## src/rtl/fetch_sequencer.sv

```systemverilog
// Program-counter sequencer driving the instruction ROM address.
// Handles sequential fetch, jumps, relative branches, stalls, halts and a one-cycle redirect bubble.
module fetch_sequencer #(
    parameter int unsigned IW  = 4,
    parameter int unsigned PCW = 8
) (
    input  logic           clk,
    input  logic           reset,
    input  logic           start,
    input  logic [PCW-1:0] start_addr,
    input  logic           stall,
    input  logic           jump,
    input  logic [PCW-1:0] jump_target,
    input  logic           branch_taken,
    input  logic [PCW-1:0] branch_offset,
    input  logic           halt_req,
    output logic [PCW-1:0] pc,
    output logic           fetch_valid,
    output logic           running,
    output logic           done,
    output logic           fault,
    output logic [15:0]    cycle_count,
    output logic [15:0]    instr_count
);

    localparam int unsigned CW = 16;

    typedef enum logic [1:0] {
        IDLE   = 2'd0,
        RUN    = 2'd1,
        FLUSH  = 2'd2,
        HALTED = 2'd3
    } state_t;

    state_t         state, state_n;
    logic [PCW-1:0] pc_n;
    logic [PCW-1:0] pc_cand;
    logic           redirect;
    logic           done_n;
    logic           fault_n;
    logic [CW-1:0]  cycle_n;
    logic [CW-1:0]  instr_n;

    function automatic logic [CW-1:0] sat_inc(input logic [CW-1:0] v);
        return (v == {CW{1'b1}}) ? v : v + CW'(1);
    endfunction

    function automatic logic out_of_range(input logic [PCW-1:0] v);
        return v[PCW-1:IW] != '0;
    endfunction

    // Candidate PC for an accepted instruction, lowest priority last
    always_comb begin
        pc_cand  = pc + PCW'(1);
        redirect = 1'b0;
        if (jump) begin
            pc_cand  = jump_target;
            redirect = 1'b1;
        end else if (branch_taken) begin
            pc_cand  = pc + branch_offset;
            redirect = 1'b1;
        end
    end

    always_comb begin
        state_n = state;
        pc_n    = pc;
        done_n  = 1'b0;
        fault_n = fault;
        cycle_n = cycle_count;
        instr_n = instr_count;

        if (state == RUN || state == FLUSH) begin
            cycle_n = sat_inc(cycle_count);
        end

        unique case (state)
            IDLE, HALTED: begin
                if (start) begin
                    cycle_n = '0;
                    instr_n = '0;
                    pc_n    = start_addr;
                    if (out_of_range(start_addr)) begin
                        state_n = HALTED;
                        fault_n = 1'b1;
                        done_n  = 1'b1;
                    end else begin
                        state_n = RUN;
                        fault_n = 1'b0;
                    end
                end
            end
            RUN: begin
                if (!stall) begin
                    instr_n = sat_inc(instr_count);
                    if (halt_req) begin
                        state_n = HALTED;
                        done_n  = 1'b1;
                    end else begin
                        pc_n = pc_cand;
                        if (out_of_range(pc_cand)) begin
                            state_n = HALTED;
                            fault_n = 1'b1;
                            done_n  = 1'b1;
                        end else if (redirect) begin
                            state_n = FLUSH;
                        end
                    end
                end
            end
            FLUSH: begin
                state_n = RUN;
            end
            default: begin
                state_n = IDLE;
            end
        endcase
    end

    always_ff @(posedge clk or posedge reset) begin
        if (reset) begin
            state       <= IDLE;
            pc          <= '0;
            done        <= 1'b0;
            fault       <= 1'b0;
            cycle_count <= '0;
            instr_count <= '0;
        end else begin
            state       <= state_n;
            pc          <= pc_n;
            done        <= done_n;
            fault       <= fault_n;
            cycle_count <= cycle_n;
            instr_count <= instr_n;
        end
    end

    // Status decoded straight from the state register
    assign fetch_valid = (state == RUN);
    assign running     = (state == RUN) || (state == FLUSH);

endmodule

```

## config.mk

```make
export PLATFORM = sky130hd
export DESIGN_NAME = fetch_sequencer
export DESIGN_NICKNAME = d
export VERILOG_FILES = /design/src/rtl/fetch_sequencer.sv
export SDC_FILE = /design/constraint.sdc
export NUM_CORES = 1
export LEC_CHECK = 0
export BUFFER_PORTS_ARGS = -buffer_cell sky130_fd_sc_hd__buf_2
export CORE_UTILIZATION = 25
export DETAILED_ROUTE_END_ITERATION = 16
export PLACE_DENSITY = 0.44
export SYNTH_ARGS = -nofsm -noshare
export SYNTH_HDL_FRONTEND = slang
export SYNTH_SLANG_ARGS = --single-unit
```

## constraint.sdc

```tcl
create_clock -name clk -period 3.2 [get_ports clk]
set_clock_uncertainty 0.05 [all_clocks]
set_input_delay 0.16 -clock clk [delete_from_list [all_inputs] [get_ports clk]]
set_output_delay 0.16 -clock clk [all_outputs]
set_load 0.02 [all_outputs]
```

==> flow_summary.json <==
{
  "status": "finished, final reports clean",
  "worst_ep_required_time_ns": 3.33,
  "number_of_flip_flops_and_latches_in_the_synthesized_netlist": 44,
  "final_cell_count_no_fill": 538,
  "globalRouteOverflowTotal": 0,
  "hold_viol_final": 0,
  "detail_route.wirelength_microns": 7680,
  "io-pin-count": 75,
  "drtIter0Drc": 66,
  "top_area_cells_in_the_synthesized_netlist": "sky130_fd_sc_hd__dfrtp_1, sky130_fd_sc_hd__nor2_1, sky130_fd_sc_hd__ha_1",
  "synth-compound-area-share_pct": 17.2,
  "average_via_count_per_standard_cell": 4.84,
  "max_slew.worst_pin.slew_ns": 0.988,
  "htree_levels": 2,
  "syn_nets": 365,
  "die_h_microns": 109,
  "synth_top_area_cell": "sky130_fd_sc_hd__dfrtp_1",
  "final.hold.worst_slack_ns": 0.0475,
  "final-setup-viol-count": 0,
  "path_max_fanout": 16,
  "synth_area_sq_mm": 0.00285,
  "area.growth.synth_to_final_pct": 24.0,
  "synthFlopType": "sky130_fd_sc_hd__dfrtp_1",
  "post_synth_and_or_nand_nor_area_fraction_pct": 26.0,
  "design.die.area_sq_mm": 0.0118,
  "synth-adder-area-share_pct": 5.53,
  "drcViolationCount": 0,
  "num_vias": 2605,
  "gpl.final_weighted_congestion": 0.809,
  "maxCapViolations": 0,
  "drtAntennaViolNets": 0,
  "synth_cell_type_count": 61,
  "synth-edff-count": 0,
  "yosysSeqAreaShare_pct": 38.6,
  "setup.worst_path.start_class": "register",
  "worst-setup-path-type": "reg -> reg",
  "timing.critical_path.from": "state[0]",
  "postSynth.asyncResetShare_pct": 100,
  "tritoncts": "done",
  "timing.max_slew.rel_slack_pct": 33.9,
  "first_pass_grt_wire_length_microns": 12500,
  "clk_latency_ns": 0.29,
  "num-fill-cells": 1174,
  "synth_top_area_share_pct": 38.6,
  "synth_warnings": 0,
  "final_max_slew_viol_count": 0,
  "hpwl_microns": 5850,
  "total_buffers_and_inverters_traversed_by_the_critical_path": 1,
  "timing.hold.worst.class": "in -> async",
  "peakVddDrop_mv": 0.321,
  "synth.avg_cell_area_sq_um": 8.86,
  "final_min_period_over_clock_period_pct": 83.9,
  "io_buffer_count": 74,
  "cpMaxStageDelayCell": "sky130_fd_sc_hd__nor2_1",
  "antennaDiodeCount": 0,
  "timing.critical_path.arrival_ns": 2.81,
  "clockRootBuffer": "sky130_fd_sc_hd__clkbuf_16",
  "final.setup.tns_ns": 0,
  "ctsResizeCount": 0,
  "drt_pass1_iterations": 4,
  "die_w_microns": 109,
  "final_common_cell": "sky130_fd_sc_hd__buf_2",
  "post_cts.repair.setup_buffers": 0,
  "postSynthCellCount": 322,
  "grt_setup_unrepaired": "no",
  "period_minus_slack_ns": 2.68,
  "grt_pass1_vias": 2545,
  "crit-reg2reg-launch": "state[0]",
  "power_per_cell_area_mw_per_mm2": 746,
  "ctsLongestPathBuffers": 2,
  "clk_transition_reported_paths_ns": 0.07,
  "yosys.area_share.xor_xnor_pct": 6.76,
  "critPathTopFamily": "simple AND/OR/NAND/NOR gates",
  "critical-path-max-stage-delay_ns": 0.74,
  "clkSinkCount": 44,
  "postLayoutCoreUtil_pct": 32.2,
  "critical_path_cell_list": "inv_1 -> ha_1 -> nor2b_1 -> a211o_1 -> nor2_1 -> nor2_1 -> a211oi_1 -> a21o_1",
  "synth_top_family_by_area": "simple AND/OR/NAND/NOR gates",
  "placed_cell_count": 530,
  "fmax_ghz": 0.373,
  "mostFrequentLayoutCells": "sky130_fd_sc_hd__buf_2, sky130_fd_sc_hd__dfrtp_1, sky130_fd_sc_hd__nor2_1",
  "groute.usage.overall_pct": 13.4,
  "starting_density_of_the_core_pct": 26.0,
  "kind_of_capture_point_of_the_worst_setup_path": "register",
  "cts-buffers-inserted": 5,
  "design.final.nets": 440,
  "grt_max_degree": 45,
  "post_synthesis_mux_area_share_pct": 2.15,
  "worst_path_most_repeated_cell": "sky130_fd_sc_hd__nor2_1",
  "core_area_sq_mm": 0.0110,
  "cts_hold_buffers": 0,
  "antenna_found_initial": 0,
  "drive_gt1_share_pct": 24.9,
  "placement_rows": 38,
  "wl_per_cell_microns": 14.3,
  "leakagePower_nw": 1.67
}
-- flip-flops by register name (all words and copies together) (netlist names) --
name	cells
fault	1
done	1
cycle_count	16
state	2
instr_count	16
pc	8
-- cells by family after synthesis --
logic type / Yosys count
and+or+nand+nor: 147
AOI/OAI and AO/OA: 70
DFF: 44
xor gates and xnor gates: 22
buffers and inverters: 21
adders and majority gates: 12
muxes: 6
-- final cells by class --
| type | count | area, sq um | share of cell area, % |
|---|---|---|---|
| clock buffers | 6 | 139 | 3.93 |
| clock inverters | 2 | 38.8 | 1.10 |
| inverters | 12 | 45.0 | 1.27 |
| multi-input cells | 257 | 1640 | 46.5 |
| flip-flops and latches | 44 | 1100 | 31.1 |
| well taps | 140 | 175 | 4.95 |
| repair buffers | 77 | 393 | 11.1 |
-- Yosys cell counts (all sizes together) (7+ instances only) --
cell type and count:
dfrtp 44, nor2 41, nand2 35, o21ai 20, nand3 16, a21oi 14, inv 12, xor2 12
ha 11, xnor2 10, nor3 9, nand4 7
-- per-layer routing --
layer / share of wire [%] / global-route usage, % / routed length [microns] / vias to the layer above
li1: - / - / - / 1302
met1: 47 / 17.9 / 3630 / 1244
met2: 48 / 22.2 / 3720 / 48
met3: 2.9 / 2.27 / 219 / 11
met4: 1.4 / 4.05 / 111 / 0
met5: 0 / 0 / 0 / -
-- metrics by stage --
stage / total power, mW / instance area, sq um / setup slack, ns
finish: 2.64 / 3540 / 0.516
detailed placement: 2.04 / 3360 / 0.546
global route: 2.83 / 3540 / 0.314
global placement: 2.02 / 3360 / 0.623
floorplan: 1.68 / 2850 / 0.775
CTS: 2.68 / 3540 / 0.524
-- worst paths after layout --
kind,endpoint,slack (ns),cells past startpoint
max in group asynchronous,pc[5],2.44,2
min in group clk,pc[0],0.11,3
setup reg to reg,pc[5],0.52,8
hold reg to reg,pc[5],0.46,1
hold / removal,instr_count[13],0.05,2
setup / recovery,pc[5],0.52,8
-- where the power goes --
part / switching (mW) / internal (mW) / leakage (nW) / total, mW
clock network: 0.230 / 0.392 / 0.0871 / 0.622
logic: 0.789 / 0.456 / 1.00 / 1.24
registers: 0.111 / 0.661 / 0.583 / 0.772
total: 1.13 / 1.51 / 1.67 / 2.64
No activity file was read; power rests on OpenSTA's default activity.
